## src/rtl/uart_tx.sv

```systemverilog
// UART transmitter that pops bytes from a TX FIFO and serialises them LSB first.
// Optional feature: define UART_TX_PARITY_EN to add an even-parity bit after the data bits.
module uart_tx #(
    parameter int DBITS        = 8,
    parameter int CLKS_PER_BIT = 434,
    parameter int STOP_BITS    = 1
) (
    input  logic             clk,
    input  logic             reset_n,
    input  logic             fifo_empty,
    input  logic [DBITS-1:0] fifo_data,
    output logic             fifo_rd_en,
    output logic             tx,
    output logic             tx_busy,
    output logic             tx_done_tick
);

    localparam int TW = (CLKS_PER_BIT > 1) ? $clog2(CLKS_PER_BIT) : 1;
    localparam int IW = (DBITS > STOP_BITS) ? $clog2(DBITS) : $clog2(STOP_BITS + 1);

    localparam logic [TW-1:0] TIMER_MAX = TW'(CLKS_PER_BIT - 1);
    localparam logic [IW-1:0] LAST_DATA = IW'(DBITS - 1);
    localparam logic [IW-1:0] LAST_STOP = IW'(STOP_BITS - 1);

    typedef enum logic [2:0] {
        IDLE,
        REQ,
        LOAD,
        START,
        DATA,
`ifdef UART_TX_PARITY_EN
        PARITY,
`endif
        STOP
    } state_t;

    state_t            state_q, state_d;
    logic [TW-1:0]     timer_q, timer_d;
    logic [IW-1:0]     idx_q, idx_d;
    logic [DBITS-1:0]  shift_q, shift_d;
    logic              tx_q, tx_d;
    logic              done_q, done_d;
    logic              bit_end;
`ifdef UART_TX_PARITY_EN
    logic              parity_q, parity_d;
`endif

    always_ff @(posedge clk or negedge reset_n) begin
        if (!reset_n) begin
            state_q  <= IDLE;
            timer_q  <= '0;
            idx_q    <= '0;
            shift_q  <= '0;
            tx_q     <= 1'b1;
            done_q   <= 1'b0;
`ifdef UART_TX_PARITY_EN
            parity_q <= 1'b0;
`endif
        end else begin
            state_q  <= state_d;
            timer_q  <= timer_d;
            idx_q    <= idx_d;
            shift_q  <= shift_d;
            tx_q     <= tx_d;
            done_q   <= done_d;
`ifdef UART_TX_PARITY_EN
            parity_q <= parity_d;
`endif
        end
    end

    assign bit_end = (timer_q == TIMER_MAX);

    always_comb begin
        state_d  = state_q;
        timer_d  = timer_q;
        idx_d    = idx_q;
        shift_d  = shift_q;
        done_d   = 1'b0;
`ifdef UART_TX_PARITY_EN
        parity_d = parity_q;
`endif
        case (state_q)
            IDLE: begin
                if (!fifo_empty) state_d = REQ;
            end
            REQ: begin
                state_d = LOAD;
            end
            LOAD: begin
                shift_d = fifo_data;
                timer_d = '0;
`ifdef UART_TX_PARITY_EN
                parity_d = ^fifo_data;
`endif
                state_d = START;
            end
            START: begin
                if (bit_end) begin
                    timer_d = '0;
                    idx_d   = '0;
                    state_d = DATA;
                end else begin
                    timer_d = timer_q + 1'b1;
                end
            end
            DATA: begin
                if (bit_end) begin
                    timer_d = '0;
                    shift_d = shift_q >> 1;
                    if (idx_q == LAST_DATA) begin
                        idx_d = '0;
`ifdef UART_TX_PARITY_EN
                        state_d = PARITY;
`else
                        state_d = STOP;
`endif
                    end else begin
                        idx_d = idx_q + 1'b1;
                    end
                end else begin
                    timer_d = timer_q + 1'b1;
                end
            end
`ifdef UART_TX_PARITY_EN
            PARITY: begin
                if (bit_end) begin
                    timer_d = '0;
                    idx_d   = '0;
                    state_d = STOP;
                end else begin
                    timer_d = timer_q + 1'b1;
                end
            end
`endif
            STOP: begin
                // idx_q counts stop bits here so two stop bits reuse the same bit timer
                if (bit_end) begin
                    timer_d = '0;
                    if (idx_q == LAST_STOP) begin
                        idx_d   = '0;
                        done_d  = 1'b1;
                        state_d = IDLE;
                    end else begin
                        idx_d = idx_q + 1'b1;
                    end
                end else begin
                    timer_d = timer_q + 1'b1;
                end
            end
            default: begin
                state_d = IDLE;
            end
        endcase
    end

    // Line level is decoded from the next state so the registered tx lines up with state_q.
    always_comb begin
        tx_d = 1'b1;
        case (state_d)
            START:   tx_d = 1'b0;
            DATA:    tx_d = shift_d[0];
`ifdef UART_TX_PARITY_EN
            PARITY:  tx_d = parity_q;
`endif
            default: tx_d = 1'b1;
        endcase
    end

    assign tx           = tx_q;
    assign tx_busy      = (state_q != IDLE);
    assign fifo_rd_en   = (state_q == REQ);
    assign tx_done_tick = done_q;

endmodule
```

## config.mk

```make
export PLATFORM = sky130hd
export DESIGN_NAME = uart_tx
export DESIGN_NICKNAME = d
export VERILOG_FILES = /design/src/rtl/uart_tx.sv
export SDC_FILE = /design/constraint.sdc
export NUM_CORES = 1
export LEC_CHECK = 0
export ABC_AREA = 1
export ABC_CLOCK_PERIOD_IN_PS = 3300
export BUFFER_PORTS_ARGS = -buffer_cell sky130_fd_sc_hd__buf_4
export CORE_MARGIN = 3
export CORE_UTILIZATION = 28
export CTS_CLUSTER_DIAMETER = 30
export DETAILED_ROUTE_END_ITERATION = 6
export GPL_TIMING_DRIVEN = 0
export MAX_ROUTING_LAYER = met4
export PLACE_DENSITY = 0.56
export SLEW_MARGIN = 20
export SYNTH_ARGS = -nofsm -noshare
export SYNTH_HDL_FRONTEND = slang
export SYNTH_SLANG_ARGS = --single-unit
```

## constraint.sdc

```tcl
create_clock -name clk -period 3.3 [get_ports clk]
set_clock_uncertainty 0.1 [all_clocks]
set_input_delay 0.33 -clock clk [delete_from_list [all_inputs] [get_ports clk]]
set_output_delay 0.33 -clock clk [all_outputs]
set_load 0.02 [all_outputs]
```

* Word level (Yosys, flattened, before mapping) *
Index checks and enable logic that the tools add are counted.

storage, ports and cells
  flip-flop bits (word level) = 25
  input port bits = 11
  output and inout port bits = 4
  word-level logic and storage cells = 51

cells by class
  $add $sub $neg = 2
  equality and inequality tests = 12
  mux-type cells = 21
  reduce and logical (&&, ||, !) cells = 9

operator list
  operator               number
  $mux W3                11
  $pmux W3 S6            1
  $pmux W9 S2            1
  $pmux W8 S2            1
  $eq A3 B3 Y1 const B   4
  $add A9 B1 Y9 const B  1
  $eq A3 B2 Y1 const B   3
  $eq A9 B9 Y1 const B   1
  $mux W9                1
  $pmux W3 S3            1
  $mux W8                1
  $logic_not A3 Y1       2
  $ne A2 B2 Y1 const B   3
  $reduce_bool A3 Y1     2
  $reduce_and A4 Y1      1
  $reduce_bool A2 Y1     2
  $add A3 B1 Y3 const B  1
  $eq A3 B1 Y1 const B   1
  $mux W1                3
  $reduce_or A3 Y1       1
  $pmux W1 S2            1
  $reduce_and A2 Y1      1

* Logic depth before layout (Yosys ltp) *
Gate-level depths: netlist of run 1.

  depth after elaboration = 6
  depth in mapped cells = 11

* Worst setup path after synthesis of run 1 *
OpenSTA, ideal clock, no wires.

  path kind = reg-to-reg
  start = register timer_q[1]
  end = register idx_q[1]
  library setup time = 0.122 ns
  arrival = 1.242 ns
  data required time = 3.078 ns
  slack = 1.837 ns
  cell stages (with the launch flop) = 9
  buffers on the path = 0
  period minus slack after synthesis = 1.463 ns
  cell sequence = dfrtp_1 -> inv_1 -> ha_1 -> nand2_1 -> nor2_1 -> nand2_1 -> inv_2 -> nand2_1 -> a32o_1

between the ends
  word-level cells in the longest chain between the ends = 3

RTL lines
  what                                  RTL line  source
  start: declaration                    38        logic [TW-1:0] timer_q, timer_d;
  start signal: assignment              61        timer_q <= timer_d;
  $eq A9 B9 Y1 *                        72        assign bit_end = (timer_q == TIMER_MAX);
  $ne A2 B2 Y1 (no source line)         -
  $reduce_and A4 Y1 (no source line) *  -
  end signal: assignment                62        idx_q <= idx_d;
  end: declaration                      39        logic [IW-1:0] idx_q, idx_d;

Every way passes the cells marked *; elsewhere a longest branch is shown, timed or not.
A chain may end at the register's enable or synchronous reset.

* Worst setup path in the final report of run 1 *
Same ends and word-level chain as after synthesis.

==> results of run 1 <==
## per-stage QoR
| stage | power (W) | hold slack, ps | instances | worst slack (ps) |
|---|---|---|---|---|
| after global placement | 0.000341 | 162 | 232 | 1590 |
| after global routing | 0.000541 | 164 | 237 | 1330 |
| after detailed placement | 0.000341 | 158 | 232 | 1550 |
| after CTS | 0.000527 | 163 | 237 | 1530 |
| final | 0.000517 | 172 | 237 | 1540 |
| after floorplan | 0.000324 | -65.6 | 166 | 1840 |
## worst min-delay path: stages
cell and delay, ps:
buf_4 80, nand2_1 40, o221ai_1 50
## path summary, 6_finish.rpt
| check | cells after the start | endpoint | slack, ps |
|---|---|---|---|
| hold / removal | 3 | shift_q[3]$_DFFE_PN0P_ | 170 |
| max in group asynchronous | 2 | tx$_DFF_PN1_ | 2410 |
| min in group asynchronous | 2 | idx_q[2]$_DFFE_PN0P_ | 400 |
| setup reg to reg | 8 | idx_q[1]$_DFFE_PN0P_ | 1540 |
| hold reg to reg | 1 | timer_q[0]$_DFFE_PN0P_ | 440 |
| setup / recovery | 8 | idx_q[1]$_DFFE_PN0P_ | 1540 |
## cell usage in the layout (no fill, tap or decap), types with 4 or more instances in the layout
cell	instances
dfrtp_1	24
xor2_1	4
a21oi_1	5
ha_1	5
o221ai_1	6
o21ai_0	5
nor2_1	15
nand3_1	12
inv_1	23
inv_2	5
buf_4	14
nand2_1	39
## logic make-up after synthesis
| logic type | after synthesis | synth area share (%) |
|---|---|---|
| AOI/OAI and AO/OA | 26 | 12.7 |
| xor gates and xnor gates | 5 | 3.23 |
| adders and majority gates | 5 | 4.62 |
| buffers and inverters | 28 | 7.76 |
| DFF | 25 | 46.3 |
| and+or+nand+nor | 77 | 25.4 |
## metal layers
layer  vias to the layer above  wire length, µm
met5                         -                0
met1                       505             1410
met2                        16             1170
met4                         0               10
met3                         2              104
li1                        578                -
## sequential cells by signal (all words and copies together), names as in the netlist
signal        flops
timer_q           9
shift_q           8
idx_q             3
state_q           3
tx                1
tx_done_tick      1
## repair_timing
action                                  CTS  global route
hold endpoints to repair                 24             0
hold buffers                              1             0
endpoints found under the setup margin    0             0
## power by group through the flow
| stage | combinational (W) | sequential [W] | clock (W) |
|---|---|---|---|
| finish | 0.0000226 | 0.000312 | 0.000182 |
| global route | 0.0000257 | 0.000313 | 0.000202 |
| CTS | 0.0000235 | 0.000312 | 0.000191 |
| detailed placement | 0.0000225 | 0.000318 | 0 |
| global placement | 0.0000223 | 0.000318 | 0 |
| floorplan | 0.00000593 | 0.000318 | 0 |
## area by class of cell
type / instances / area share, %
Multi-Input combinational cell: 113 / 39.4
Clock buffer: 3 / 2.61
Tap cell: 52 / 4.12
Inverter: 28 / 6.65
Timing Repair Buffer: 15 / 7.28
Clock inverter: 1 / 0.317
Sequential cell: 25 / 39.7
==> out/metrics.csv, run 1 <==
stage,metric,value,unit
layout,fin_util,35.1,%
detailed_routing,viasPerCell,4.65,
cts,clkLatencyLatePin,270,ps
timing,setup_violations,0,
worst_setup_path,path_class,reg2reg,
die,initial_utilization,30.1,%
layout,n_antenna_cell,0,
placement,dp_hpwl,2.06,mm
hold_path,holdCritPathClass,in2reg,
cts,cts_tree,yes,
synthesis,yosys.area.top_type_share,44.4,%
synthesis,async_reset_ff_share,100,%
timing,slew_viol_final,0,
cts,numClockSinks,25,
power_and_ir_drop,power_density,327,nW/µm²
grt,gr-total-overflow,0,
timing,hold_viol,0,
hold_path,worstHoldStart,fifo_data[3],
die,core,4500,µm²
synthesis,ys_types,27,
detailed_routing,drt_iter0_drc,67,
worst_setup_path,cp_slowest_cell,dfrtp_1,
power_and_ir_drop,p_seq_share,60.4,%
timing,rsz0062_at_grt,no,
run_status,status,"complete, no violations",
timing,fin_crit,1760,ps
detailed_routing,first_pass_iters,4,
layout,multiInputGateArea,622,µm²
worst_setup_path,crit_family,simple AND/OR/NAND/NOR gates,
grt,gr-max-usage-layer,met2,
detailed_routing,vias,1101,
cts,path_clk_slew,90,ps
die,dieArea,5710,µm²
worst_setup_path,arrival,1820,ps
layout,area_growth_syn_to_layout,16.7,%
die,placementRows,24,
detailed_routing,drcViolationCount,0,
synthesis,synth-edff-count,0,
synthesis,ys_top_cells_by_area,"dfrtp_1 (44%), nand2_1 (11%), inv_1 (6.4%), ha_1 (4.6%), nand3_1 (4.4%)",
timing,min_period_over_period,53.3,%
power_and_ir_drop,pwr-share-clk,35.2,%
worst_setup_path,crit_chain,inv_1 -> ha_1 -> nand2_1 -> nor2_1 -> nand2_1 -> inv_2 -> nand2_1 -> a32o_1,
grt,grt_first_pass_wirelength,4.98,mm
power_and_ir_drop,power.switching,0.000110,W
layout,num-fill-cells,487,
detailed_routing,avgRoutedWirePerCell,11.4,µm
worst_setup_path,slowest_delay,410,ps
synthesis,yosysSeqAreaShare,46.3,%
grt,use_met1,15.3,%
grt,grtUsageTotal,11.5,%
timing,setup-tns-final,0,ps
worst_setup_path,cp.required,3360,ps
power_and_ir_drop,p_int,0.000407,W
worst_setup_path,crit_top_cell,nand2_1,
synthesis,synth_ff_type,dfrtp_1,
worst_setup_path,worst_setup_path_end_kind,register,
cts,htreeDepth,1,
worst_setup_path,cp.buffers_inverters,2,
run,maxCapViolations,0,
detailed_routing,wl,2.70,mm
timing,tightestPinTransition,331,ps
detailed_routing,antenna_left,0,
worst_setup_path,start_kind,register,
layout,ff_latch_area,627,µm²
grt,grt_pass1_vias,1143,
synthesis,yosysMostFrequentCell,nand2_1,
cts,cts_buffers,3,
placement,gp_congestion,0.770,
synthesis,yosys-top-cells-count,"nand2_1 (39), dfrtp_1 (24), inv_1 (23), nor2_1 (15), nand3_1 (12)",
synthesis,synth_top_area_cell,dfrtp_1,
layout,nNetsFinal,202,
synthesis,synth-seq-cells,25,
worst_setup_path,setup.worst_path.start,timer_q[1]$_DFFE_PN0P_,
synthesis,syn_avg_cell_area,8.16,µm²
cts,clockRootBuffer,clkbuf_8,
die,die_w,75.5,µm
placement,io_buffers,14,
timing,max_freq,569,MHz
cts,cts_setup_buffers,0,
cts,cts.repair.resized,0,
synthesis,syn-cell-area,1350,µm²
grt,grt_antenna_before_repair,0,
power_and_ir_drop,combinationalPowerShare,4.4,%
cts,cts_max_path_buffers,2,
worst_setup_path,reg2reg_from,timer_q[1]$_DFFE_PN0P_,
die,ios,15,
synthesis,yosysWarnings,0,
layout,fin_area,1580,µm²
die,fp.dieH,75.5,µm
grt,met2_usage,17.7,%
placement,postPlaceCellArea,1520,µm²
synthesis,syn_nets,182,
worst_setup_path,crit_fanout,5,
synthesis,synthCells,166,
power_and_ir_drop,swShare,21.3,%
grt,grt_max_degree,26,
layout,drive_gt1_share,17.3,%
grt,grt_util_met3,2.77,%
timing,slew_headroom,77.9,%
power_and_ir_drop,power.leakage,0.820,nW
power_and_ir_drop,max-vdd-ir-drop,0.000149,V
(Power assumes the default switching activity.)
==> inputs of run 2 (changes only) <==
Settings changed: ABC_CLOCK_PERIOD_IN_PS 3300 to 1500, PLACE_DENSITY 0.56 to 0.58.
Clock period 3.3 ns to 1.5 ns, I/O delays scaled along.
==> out/metrics.csv, run 2 (synthesis gave the netlist of run 1 again) <==
stage,metric,value,unit,change
timing,fin_crit,1520,ps,-237 ps
cts,cts_tree,yes,,
layout,regMostFlops,timer_q,,
power_and_ir_drop,total_power,0.00115,W,+120%
cts,clkLatencyLatePin,270,ps,about the same
placement,postPlaceCellArea,1520,µm²,unchanged
layout,fin_util,42.4,%,+7.3 points
layout,top_regs,"timer_q x9, shift_q x8",,
die,ios,15,,unchanged
run,maxCapViolations,0,,unchanged
timing,setup-tns-final,-31.3,ps,-31.3 ps
run_status,violations,"hold timing, setup timing",,
cts,cts_max_path_buffers,2,,unchanged
detailed_routing,first_pass_iters,4,,unchanged
hold_path,holdCritPathClass,in2reg,,
timing,tightestPinTransition,326,ps,-4.69 ps
detailed_routing,vias,1166,,+5.9%
worst_setup_path,crit_family,flip-flops,,
worst_setup_path,crit_fanout,3,,-2
worst_setup_path,cp_slowest_cell,dfrtp_1,,
timing,whs,-2.11,ps,-174 ps
worst_setup_path,cp.required,1560,ps,-1800 ps
timing,setup_violations,3,,+3
worst_setup_path,crit_chain,ha_4 -> nand2_4 -> nor2_4 -> nand2_4 -> inv_4 -> buf_12 -> buf_6 -> a32o_1,,
detailed_routing,drt_iter0_drc,101,,+51%
worst_setup_path,path_class,reg2reg,,
layout,largest_reg_flops,9,,unchanged
placement,dp_hpwl,1.94,mm,-5.9%
power_and_ir_drop,max-vdd-ir-drop,0.000488,V,+230%
worst_setup_path,cp.buffers_inverters,3,,+1
die,initial_utilization,30.1,%,unchanged
cts,path_clk_slew,90,ps,about the same
die,placementRows,24,,unchanged
power_and_ir_drop,power_density,601,nW/µm²,+84%
timing,slew_viol_final,0,,unchanged
detailed_routing,drcViolationCount,0,,unchanged
worst_setup_path,start_kind,register,,
timing,hold_viol,1,,+1
timing,slew_headroom,78.3,%,+0.34 points
cts,htreeDepth,1,,unchanged
detailed_routing,antenna_left,0,,unchanged
die,dieArea,5710,µm²,unchanged
layout,multiInputGateArea,778,µm²,+25%
layout,finalNonFillerCells,254,,+7.2%
layout,drive_gt1_share,33.7,%,+16 points
placement,gp_congestion,0.794,,+3.1%
layout,area_growth_syn_to_layout,41.0,%,
placement,place_inst,232,,unchanged
worst_setup_path,crit_top_cell,nand2_4,,
detailed_routing,viasPerCell,4.59,,-1.2%
worst_setup_path,worst_setup_path_end_kind,register,,
detailed_routing,wl,2.97,mm,+10%
grt,grt_first_pass_wirelength,4.83,mm,-3.0%
layout,nNetsFinal,219,,+8.4%
die,die_w,75.5,µm,unchanged
grt,grtUsageTotal,11.1,%,-0.39 points
layout,final_common_cell,nand2_1,,
worst_setup_path,slowest_delay,430,ps,+20 ps
grt,grt_antenna_before_repair,0,,unchanged
layout,ff_latch_area,629,µm²,+0.40%
grt,grt_max_degree,26,,unchanged
worst_setup_path,arrival,1580,ps,-240 ps
cts,clockRootBuffer,clkbuf_8,,
placement,io_buffers,14,,unchanged
layout,num-fill-cells,454,,-6.8%
layout,n_antenna_cell,0,,unchanged
die,core,4500,µm²,unchanged
timing,max_freq,658,MHz,+16%
layout,mostFrequentLayoutCells,"nand2_1 (33), dfrtp_1 (22), buf_4 (22)",,
cts,cts_buffers,3,,unchanged
cts,numClockSinks,25,,unchanged
detailed_routing,avgRoutedWirePerCell,11.7,µm,+2.8%
timing,min_period_over_period,101,%,+48 points
layout,fin_area,1910,µm²,+21%
run_status,status,"finished, violations left",,
grt,gr-total-overflow,0,,unchanged
timing,rsz0062_at_grt,yes,,
timing,setup_ws,-20.6,ps,-1560 ps
die,fp.dieH,75.5,µm,unchanged
grt,grt_pass1_vias,1091,,-4.5%
power_and_ir_drop,power.leakage,0.959,nW,+17%
-- run 2: changes by cell type in the layout (fill, tap and decap cells not counted), sizes merged --
| cell | before | now |
|---|---|---|
| buf | 14 | 25 |
| dlygate4sd3 | 1 | 7 |
-- run 2: layout make-up --
type,count,area share (%)
clock inverters,1,0.262
repair buffers,32,14.5
flip-flops and latches,25,33.0
clock buffers,3,2.16
well taps,52,3.41
inverters,28,5.90
multi-input cells,113,40.8
-- run 2: repair_timing --
| item | CTS | global route |
|---|---|---|
| pin swaps | 5 | 10 |
| buffers inserted | 4 | 7 |
| gates resized for setup | 8 | 36 |
| setup endpoints to repair | 21 | 24 |
| cloned | 0 | 0 |
| hold endpoints to repair | 31 | 0 |
| hold buffers | 7 | 0 |
-- run 2: power by group --
group,switching [W],internal [W]
Combinational,0.0000273,0.0000350
Sequential,0.00000279,0.000684
Clock,0.000212,0.000186
Total,0.000242,0.000905
-- run 2: worst paths after layout --
kind	depth (start not counted)	slack (ps)	from	endpoint
max	8	-20	timer_q[0]$_DFFE_PN0P_	idx_q[1]$_DFFE_PN0P_
min	3	-2	fifo_data[5]	shift_q[5]$_DFFE_PN0P_
max reg2reg	8	-20	timer_q[0]$_DFFE_PN0P_	idx_q[1]$_DFFE_PN0P_
min reg2reg	1	430	idx_q[1]$_DFFE_PN0P_	idx_q[1]$_DFFE_PN0P_
max in group asynchronous	2	790	reset_n	tx$_DFF_PN1_
min in group asynchronous	2	220	reset_n	idx_q[0]$_DFFE_PN0P_
-- run 2: tightest hold or removal path: cells and delay by family --
kind,cells,cell delay (ps)
AOI/OAI and AO/OA,1,60
buffers and inverters,1,80
and+or+nand+nor,1,40
-- run 2: routing by layer --
metal,up-vias,track usage [%],part of all wire [%]
met2,10,16.4,47
met3,2,2.77,1.9
met5,-,-,0
met4,0,1.75,0.44
met1,543,15.8,51
li1,611,-,-
-- run 2: stage by stage --
step                      hold WS [ps]  worst slack, ps
after floorplan                   -246             36.6
after global placement           -21.0             -179
after detailed placement         -23.1             -171
after CTS                         1.10            -50.8
after global routing              24.3             -156
final                            -2.11            -20.6
==> inputs of run 3 (changes only) <==
Settings changed: CORE_UTILIZATION 28 to 35, CTS_BUF_LIST from default to sky130_fd_sc_hd__clkbuf_16, PLACE_DENSITY 0.58 to 0.66.
==> out/metrics.csv, run 3 (synthesis gave the netlist of run 1 again) <==
stage,metric,value,unit,change
run_status,status,"finished, violations left",,
run_status,violations,setup timing,,
detailed_routing,viasPerCell,4.87,,+6.0%
placement,gp_congestion,0.831,,+4.7%
cts,htreeDepth,1,,unchanged
detailed_routing,drt_iter0_drc,49,,-51%
cts,clkLatencyLatePin,260,ps,about the same
detailed_routing,antenna_left,0,,unchanged
grt,grt_max_degree,26,,unchanged
run,maxCapViolations,0,,unchanged
worst_setup_path,cp.required,1590,ps,+30 ps
power_and_ir_drop,max-vdd-ir-drop,0.000643,V,+32%
layout,top_regs,"timer_q x9, shift_q x8",,
layout,drive_gt1_share,35.7,%,+2.1 points
power_and_ir_drop,total_power,0.00134,W,+17%
layout,n_antenna_cell,0,,unchanged
detailed_routing,drcViolationCount,0,,unchanged
layout,final_common_cell,nand2_1,,
placement,place_inst,226,,-2.6%
worst_setup_path,crit_chain,ha_4 -> nand2_2 -> nor2_4 -> nand2_4 -> inv_4 -> buf_6 -> nor2_4 -> o21ai_2 -> a2bb2oi_2,,
power_and_ir_drop,combinationalPowerShare,4.1,%,-1.3 points
power_and_ir_drop,p_int,0.00107,W,+18%
layout,fin_area,1870,µm²,-2.0%
layout,regMostFlops,timer_q,,
worst_setup_path,r2r_slack,-10,ps,about the same
worst_setup_path,cp.buffers_inverters,2,,-1
timing,slew_viol_final,0,,unchanged
worst_setup_path,slowest_delay,410,ps,-20 ps
layout,mostFrequentLayoutCells,"nand2_1 (32), dfrtp_1 (23), inv_1 (22), buf_4 (22), nand3_1 (12)",,
layout,nNetsFinal,213,,-2.7%
timing,hold_viol,0,,-1
placement,io_buffers,14,,unchanged
layout,area_growth_syn_to_layout,38.2,%,
die,core,3520,µm²,-22%
worst_setup_path,start_kind,register,,
power_and_ir_drop,swShare,19.8,%,-1.3 points
timing,fin_crit,1510,ps,-6.80 ps
worst_setup_path,arrival,1600,ps,+20 ps
detailed_routing,avgRoutedWirePerCell,12.0,µm,+2.8%
timing,setup-tns-final,-39.8,ps,-8.51 ps
die,die_w,68.2,µm,-9.7%
grt,grt_antenna_before_repair,0,,unchanged
die,placementRows,21,,-13%
power_and_ir_drop,pwr-share-clk,44.4,%,+9.7 points
cts,clockRootBuffer,clkbuf_16,,
worst_setup_path,crit_top_cell,nor2_4,,
die,dieArea,4650,µm²,-18%
grt,grt_pass1_vias,1093,,+0.18%
die,fp.dieH,68.2,µm,-9.7%
cts,path_clk_slew,60,ps,-30 ps
timing,tightestPinTransition,320,ps,-5.97 ps
power_and_ir_drop,power.leakage,0.942,nW,-1.7%
hold_path,holdCritPathClass,in2reg,,
cts,numClockSinks,25,,unchanged
placement,dp_hpwl,1.95,mm,+0.26%
layout,num-fill-cells,330,,-27%
power_and_ir_drop,p_seq_share,51.5,%,-8.4 points
placement,postPlaceCellArea,1520,µm²,-0.49%
worst_setup_path,worst_setup_path_end_kind,register,,
timing,rsz0062_at_grt,yes,,
worst_setup_path,cp_slowest_cell,dfrtp_1,,
die,initial_utilization,38.5,%,+8.4 points
layout,finalNonFillerCells,242,,-4.7%
grt,gr-total-overflow,0,,unchanged
worst_setup_path,crit_family,flip-flops,,
timing,setup_violations,4,,+1
timing,slew_headroom,78.7,%,+0.40 points
power_and_ir_drop,power.switching,0.000266,W,+9.6%
cts,cts_tree,yes,,
cts,cts_buffers,3,,unchanged
worst_setup_path,path_class,reg2reg,,
timing,min_period_over_period,101,%,-0.45 points
power_and_ir_drop,power_density,715,nW/µm²,+19%
grt,grtUsageTotal,13.8,%,+2.7 points
placement,dp_slack,-167,ps,+3.60 ps
cts,cts_max_path_buffers,2,,unchanged
detailed_routing,vias,1178,,+1.0%
timing,max_freq,661,MHz,+0.45%
worst_setup_path,crit_fanout,4,,+1
layout,largest_reg_flops,9,,unchanged
die,ios,15,,unchanged
detailed_routing,first_pass_iters,4,,unchanged
timing,setup_ws,-13.8,ps,+6.80 ps
grt,grt_first_pass_wirelength,4.68,mm,-3.1%
detailed_routing,wl,2.91,mm,-2.0%
==> run 3: changes by cell type in the layout (fill, tap and decap cells not counted), sizes merged <==
cell / before / now
dlygate4sd3: 7 / 2
buf: 25 / 24
==> run 3: path summary, 6_finish.rpt <==
kind | start | endpoint | depth (start not counted)
setup / recovery | timer_q[0]$_DFFE_PN0P_ | timer_q[5]$_DFFE_PN0P_ | 9
hold / removal | fifo_data[6] | shift_q[6]$_DFFE_PN0P_ | 3
setup reg to reg | timer_q[0]$_DFFE_PN0P_ | timer_q[5]$_DFFE_PN0P_ | 9
hold reg to reg | idx_q[1]$_DFFE_PN0P_ | idx_q[1]$_DFFE_PN0P_ | 1
max in group asynchronous | reset_n | tx$_DFF_PN1_ | 2
min in group asynchronous | reset_n | shift_q[4]$_DFFE_PN0P_ | 2
==> run 3: layout make-up <==
class,count,area [µm²],area share (%)
Multi-Input combinational cell,113,785,41.9
Tap cell,46,57.6,3.08
Inverter,28,113,6.02
Clock inverter,1,5.00,0.268
Clock buffer,3,75.1,4.01
Sequential cell,25,628,33.6
Timing Repair Buffer,26,208,11.1
==> run 3: power by group through the flow <==
stage / logic (W) / clock network [W] / registers (W)
6_report: 0.0000552 / 0.000594 / 0.000688
3_5_place_dp: 0.0000486 / 0 / 0.000701
2_1_floorplan: 0.0000131 / 0 / 0.000700
3_3_place_gp: 0.0000483 / 0 / 0.000700
5_1_grt: 0.0000630 / 0.000631 / 0.000689
4_1_cts: 0.0000529 / 0.000601 / 0.000688
==> run 3: repair_timing <==
action | CTS | global route
pin swaps | 7 | 11
endpoints found under the setup margin | 21 | 22
hold buffers | 2 | 0
endpoints found under the hold margin | 26 | 0
gates resized for setup | 13 | 32
buffers inserted | 5 | 5
==> run 3: routing by layer <==
layer	vias to the layer above	track usage (%)	wire, µm
met1	559	18.2	1460
met3	4	3.94	92
met4	0	2.73	19
met5	-	-	0
met2	15	21.3	1340
li1	600	-	-
==> run 3: metrics by stage <==
stage | util, % | hold WS [ps]
2_1_floorplan | - | -246
3_3_place_gp | 43.1 | -24.0
3_5_place_dp | 43.1 | -23.8
6_report | 53.1 | 5.67
4_1_cts | 48.3 | 4.23
5_1_grt | 53.1 | 6.90
==> run 3: worst reg2reg max path: stages, from the launching register on <==
cell	delay [ps]
dfrtp_1	410
ha_4	180
nand2_2	80
nor2_4	50
nand2_4	100
inv_4	50
buf_6	110
nor2_4	140
o21ai_2	80
a2bb2oi_2	140
